<file path="src/rtl/bp_common_pkg.sv">
// bp_common_pkg: shared types and sizing helpers for the LCE response arbiter.
// The grant width is a macro so that it can size ANSI port declarations.
`ifndef BP_RESP_ARB_GRANT_WIDTH_DEFINED
`define BP_RESP_ARB_GRANT_WIDTH_DEFINED
`define BP_RESP_ARB_GRANT_WIDTH(n) (((n) > 1) ? $clog2(n) : 1)
`endif

package bp_common_pkg;

  typedef enum logic [0:0] {
    e_resp_arb_fixed = 1'b0,
    e_resp_arb_rr    = 1'b1
  } bp_resp_arb_mode_e;

  localparam int lce_cce_resp_width_lp = 64;

endpackage

</file>
<file path="src/rtl/bp_lce_resp_arb_fifo.sv">
// bp_lce_resp_arb_fifo: 1r1w buffer, valid/ready in, valid/yumi out.
// ready_o is the not-full flag only; a same-cycle pop does not raise it.
module bp_lce_resp_arb_fifo #(
  parameter int width_p = 8,
  parameter int els_p   = 2
) (
  input  logic               clk_i,
  input  logic               reset_i,
  input  logic [width_p-1:0] data_i,
  input  logic               v_i,
  output logic               ready_o,
  output logic [width_p-1:0] data_o,
  output logic               v_o,
  input  logic               yumi_i
);

  localparam int ptr_w_lp = $clog2(els_p);
  localparam int cnt_w_lp = $clog2(els_p + 1);

  logic [width_p-1:0]  r_mem [els_p];
  logic [ptr_w_lp-1:0] r_rptr;
  logic [ptr_w_lp-1:0] r_wptr;
  logic [cnt_w_lp-1:0] r_cnt;
  logic                w_enq;
  logic                w_deq;

  function automatic logic [ptr_w_lp-1:0] f_inc(
    input logic [ptr_w_lp-1:0] p
  );
    return (p == ptr_w_lp'(els_p - 1)) ? '0 : p + ptr_w_lp'(1);
  endfunction

  assign ready_o = (r_cnt != cnt_w_lp'(els_p));
  assign v_o     = (r_cnt != '0);
  assign data_o  = r_mem[r_rptr];
  assign w_enq   = v_i & ready_o;
  assign w_deq   = yumi_i & v_o;

  always_ff @(posedge clk_i) begin
    if (reset_i) begin
      r_rptr <= '0;
      r_wptr <= '0;
      r_cnt  <= '0;
    end else begin
      if (w_enq) r_wptr <= f_inc(r_wptr);
      if (w_deq) r_rptr <= f_inc(r_rptr);
      if (w_enq & ~w_deq)
        r_cnt <= r_cnt + cnt_w_lp'(1);
      else if (w_deq & ~w_enq)
        r_cnt <= r_cnt - cnt_w_lp'(1);
    end
  end

  always_ff @(posedge clk_i) begin
    if (w_enq) r_mem[r_wptr] <= data_i;
  end

endmodule

</file>
<file path="src/rtl/bp_lce_resp_arbiter.sv">
// bp_lce_resp_arbiter: merges per-source LCE responses onto one lce_resp
// channel; fixed priority with starvation guard or round robin, lock on stall.
module bp_lce_resp_arbiter
  import bp_common_pkg::*;
#(
  parameter int num_src_p      = 2,
  parameter int msg_width_p    = lce_cce_resp_width_lp,
  parameter int fifo_els_p     = 2,
  parameter int rr_mode_p      = 0,
  parameter int starve_limit_p = 8
) (
  input  logic                                clk_i,
  input  logic                                reset_i,
  input  logic [num_src_p*msg_width_p-1:0]    msg_i,
  input  logic [num_src_p-1:0]                v_i,
  output logic [num_src_p-1:0]                ready_o,
  output logic [msg_width_p-1:0]              lce_resp_o,
  output logic                                lce_resp_v_o,
  input  logic                                lce_resp_ready_i,
  output logic [`BP_RESP_ARB_GRANT_WIDTH(num_src_p)-1:0] grant_id_o
);

  localparam int gw_lp = `BP_RESP_ARB_GRANT_WIDTH(num_src_p);
  localparam int cw_lp = $clog2(starve_limit_p + 1);
  localparam bit rr_lp = (rr_mode_p == int'(e_resp_arb_rr));
  localparam logic [cw_lp-1:0] lim_lp  = cw_lp'(starve_limit_p);
  localparam logic [gw_lp-1:0] last_lp = gw_lp'(num_src_p - 1);

  logic [num_src_p-1:0]   w_fifo_v;
  logic [num_src_p-1:0]   w_fifo_ready;
  logic [num_src_p-1:0]   w_yumi;
  logic [num_src_p-1:0]   w_starved;
  logic [msg_width_p-1:0] w_head [num_src_p];
  logic [gw_lp-1:0]       w_fix_sel;
  logic [gw_lp-1:0]       w_rr_sel;
  logic [gw_lp-1:0]       w_grant;
  logic                   w_v;
  logic                   w_hs;

  logic                   r_lock;
  logic [gw_lp-1:0]       r_grant;
  logic [gw_lp-1:0]       r_rr;
  logic [cw_lp-1:0]       r_wait [num_src_p];

  for (genvar k = 0; k < num_src_p; k++) begin : g_src
    bp_lce_resp_arb_fifo #(
      .width_p(msg_width_p),
      .els_p  (fifo_els_p)
    ) u_fifo (
      .clk_i  (clk_i),
      .reset_i(reset_i),
      .data_i (msg_i[k*msg_width_p +: msg_width_p]),
      .v_i    (v_i[k] & ~reset_i),
      .ready_o(w_fifo_ready[k]),
      .data_o (w_head[k]),
      .v_o    (w_fifo_v[k]),
      .yumi_i (w_yumi[k])
    );
    assign w_starved[k] = (r_wait[k] == lim_lp);
  end

  // Descending scans: the last hit is the lowest index / nearest to r_rr.
  always_comb begin
    w_fix_sel = '0;
    for (int k = num_src_p - 1; k >= 0; k--)
      if (w_fifo_v[k]) w_fix_sel = gw_lp'(k);
    for (int k = num_src_p - 1; k >= 0; k--)
      if (w_fifo_v[k] && w_starved[k]) w_fix_sel = gw_lp'(k);
    w_rr_sel = '0;
    for (int j = num_src_p - 1; j >= 0; j--)
      if (w_fifo_v[(int'(r_rr) + j) % num_src_p])
        w_rr_sel = gw_lp'((int'(r_rr) + j) % num_src_p);
  end

  always_comb begin
    if (r_lock)
      w_grant = r_grant;
    else
      w_grant = rr_lp ? w_rr_sel : w_fix_sel;
  end

  assign w_v  = (|w_fifo_v) & ~reset_i;
  assign w_hs = w_v & lce_resp_ready_i;

  always_comb begin
    w_yumi = '0;
    if (w_hs) w_yumi[w_grant] = 1'b1;
  end

  assign ready_o      = w_fifo_ready & {num_src_p{~reset_i}};
  assign lce_resp_v_o = w_v;
  assign lce_resp_o   = w_v ? w_head[w_grant] : '0;
  assign grant_id_o   = w_v ? w_grant : '0;

  always_ff @(posedge clk_i) begin
    if (reset_i) begin
      r_lock  <= 1'b0;
      r_grant <= '0;
      r_rr    <= '0;
    end else begin
      r_lock  <= w_v & ~lce_resp_ready_i;
      r_grant <= w_grant;
      if (w_hs)
        r_rr <= (w_grant == last_lp) ? '0 : w_grant + gw_lp'(1);
    end
  end

  always_ff @(posedge clk_i) begin
    for (int k = 0; k < num_src_p; k++) begin
      if (reset_i || !w_fifo_v[k] || w_yumi[k])
        r_wait[k] <= '0;
      else if (r_wait[k] != lim_lp)
        r_wait[k] <= r_wait[k] + cw_lp'(1);
    end
  end

endmodule

</file>
<file path="config.mk">
export PLATFORM = sky130hd
export DESIGN_NAME = bp_lce_resp_arbiter
export DESIGN_NICKNAME = d
export VERILOG_FILES = /design/src/rtl/bp_common_pkg.sv /design/src/rtl/bp_lce_resp_arb_fifo.sv /design/src/rtl/bp_lce_resp_arbiter.sv
export SDC_FILE = /design/constraint.sdc
export NUM_CORES = 1
export LEC_CHECK = 0
export CORE_MARGIN = 5
export CORE_UTILIZATION = 37
export CTS_CLUSTER_SIZE = 28
export DETAILED_ROUTE_END_ITERATION = 12
export HOLD_SLACK_MARGIN = 0.08
export MAX_ROUTING_LAYER = met4
export PLACE_DENSITY_LB_ADDON = 0.08
export SETUP_SLACK_MARGIN = 0.05
export SLEW_MARGIN = 25
export SYNTH_ARGS = -nofsm -noshare
export SYNTH_HDL_FRONTEND = slang
export SYNTH_SLANG_ARGS = --single-unit
</file>
<file path="constraint.sdc">
create_clock -name clk_i -period 6 [get_ports clk_i]
set_input_delay 1.2 -clock clk_i [delete_from_list [all_inputs] [get_ports clk_i]]
set_output_delay 1.2 -clock clk_i [all_outputs]
set_load 0.01 [all_outputs]
</file>
==> metrics.txt <==
status complete, no violations; clock skew about 0.013 ns; Critical Path End Type primary output; simple-gate share of the synthesized area 5.36%; Die ar. around 0.035 mm²; # rows 65; post-synthesis xor/xnor area fraction 0.753%; Initial Utilization 37.2%; Post-DP Area between 0.01 and 0.015 mm²; crit path DAT 3.74 ns; Design Power about 5.5 mW; Max-Cap Viols 0; drt via density 5.07; detailed placement HPWL 17,100 µm; residual DRC count 0; Clock Tree Buf Depth 3; final instance area 0.0150 mm²; CP delay by family, top buffers and inverters; Max FO, Critical Path 38; max-slew violations 0; first-pass GRT wire length 41,400 µm; sequential fraction of the synthesis area 70.2%; TritonCTS buffer count 31; detailed-route wire length per cell 20.7 µm; clk sinks 276; Critical Path, Cell by Cell inv_1, ha_1, and3b_1, a21o_4, buf_4, a221oi_1, a211oi_1, clkdlybuf4s50_1; Rel. slew slack 33.6%; DRT Pass-1 Iters 4; Distinct cells, synth 36; PostCTS Resize Cnt 0; TritonCTS clock tree yes; fin nets ~1,000; final hold violations 0; Cells after DPL 1,237; initial antenna violation count 3; met1 GRT Util 19.9%; Multi-input gate area 0.00316 mm²; syn nets 813; CP peak stage delay 0.60 ns; Post-CTS Setup Bufs 0; commonest cells after routing, fill and taps aside 264 x edfxtp_1, 200 x clkdlybuf4s50_1, 66 x mux2i_1; final setup fails 0; boundary pin count 201; largest family of logic cells by synthesized area compound AO/OA/AOI/OAI gates; RSZ-0062 raised after global routing false; chip width 187 µm; Hold Buf Count CTS 0; Filler Cell Count 2,712; routability cong. 0.761; post-route ant nets 0; VDD IR-drop max 218 µV; GRT met2 Usage 25.0%; fin crit period 4.94 ns; vias in the first global route 7,181; Buffers & Inverters on Critical Path 3; commonest non-fill, non-tap cell in the layout edfxtp_1; register area 0.00818 mm²; multiplexer area fraction after synthesis between 5 and 6%; Syn Std Cell Area around 0.012 mm²; flop and latch count out of synthesis 276; final design utilization 47.9%; PortBufs 200; kind of critical path register to primary output; post-synthesis compound-gate area fraction 14.3%; Yosys Warn Count 0; post-synthesis adder-cell area fraction 0.645%; GRT met3 Usage 3.47%; P_leak 4.77 nW; routed wire length 26,800 µm; clk slew on worst S/H paths ~0.060 ns; ys flop type edfxtp_1; Top Usage Layer GRT met2; placeable core area ~0.031 mm²; Peak Freq about 0.20 GHz; initial drt markers 340; Finished Layout Cells approximately 1,300; root buf cell clkbuf_16; setup_tns 0 ns; fin crit share 82.4%; H-tree depth 1; Cells after Synth 674; Slew @ Worst Pin around 1.0 ns; vias 6,569; Slowest-stage cell, CP clkdlybuf4s50_1; GRT Util Overall approximately 15%; pin count of the biggest net entering global routing 83; critical path required time 4.80 ns; clk_lat worst skew 0.56 ns; grt ovf 0; Die Y-Extent ~190 µm; number of synthesized flops with an enable pin 264; Worst Hold Class register to register; asr flop ratio synth 0%; Mapped Avg Cell Area 17.3 µm²; share of cells above drive strength 1 between 15 and 20%; cell area power density 370 mW/mm²; Startpoint Class register; Layout Area Growth over Synthesis 28.8%
==> layer usage <==
layer  wire [µm]  vias to the layer above
met5           0                        -
met4         563                        0
met3        1670                       42
met2       12800                      190
met1       11800                     3235
li1            -                     3102
==> state kept, by name (all words and copies together), names as in the netlist, named ones only <==
| signal | flops |
|---|---|
| g_src.u_fifo.r_wptr | 2 |
| g_src.u_fifo.r_cnt | 4 |
| g_src.u_fifo.r_rptr | 2 |
| r_grant | 1 |
| g_src.u_fifo.r_mem | 256 |
| r_lock | 1 |
| r_wait | 8 |
==> metrics by stage <==
stage | hold WS [ns] | setup slack (ns)
6_report | 0.477 | 1.06
5_1_grt | 0.504 | 0.860
4_1_cts | 0.482 | 1.01
3_5_place_dp | 0.461 | 1.40
3_3_place_gp | 0.436 | 1.43
2_1_floorplan | 0.434 | 0.831
==> cell families (layout without fill, tap and decap cells) <==
logic type	after synthesis	in the layout
flops	276	276
compound gates	145	145
simple gates	106	106
mux	68	68
buf+inv	63	279
xor+xnor	10	10
fa+ha+maj	6	6
other cells	0	4
==> cells in the mapped netlist (all sizes together) (6+ instances only) <==
cell,instances,area share [%]
a211oi,67,6.5
a221oi,64,6.9
buf,27,1.8
clkbuf,24,0.77
dfxtp,12,2.1
edfxtp,264,68
ha,6,0.65
inv,12,0.39
mux2i,66,5.7
nor2,20,0.65
nor2b,67,3.6
xor2,6,0.45
==> where the power goes <==
group | total, mW | leakage, nW | internal (mW) | switching, mW
combinational | 1.42 | 1.76 | 0.629 | 0.793
clock | 1.78 | 0.463 | 1.07 | 0.717
sequential | 2.34 | 2.54 | 2.24 | 0.104
==> area by class of cell <==
cell class,count,share of cell area [%]
diodes,4,0.0668
clock inverters,10,0.709
clock buffers,44,5.70
inverters,12,0.300
multi-input cells,335,21.1
well taps,402,3.35
flip-flops and latches,276,54.5
repair buffers,213,14.3
==> worst paths after layout <==
| kind | start | endpoint | slack [ns] | cells past startpoint |
|---|---|---|---|---|
| worst max-delay path | r_wait[1][0] | lce_resp_o[2] | 1.06 | 8 |
| worst min-delay path | g_src[1].u_fifo.r_rptr | g_src[1].u_fifo.r_rptr | 0.48 | 1 |
| worst max register to register | r_wait[1][0] | r_wait[0][2] | 2.99 | 7 |
| worst min register to register | g_src[1].u_fifo.r_rptr | g_src[1].u_fifo.r_rptr | 0.48 | 1 |
(Power assumes the default switching activity.)
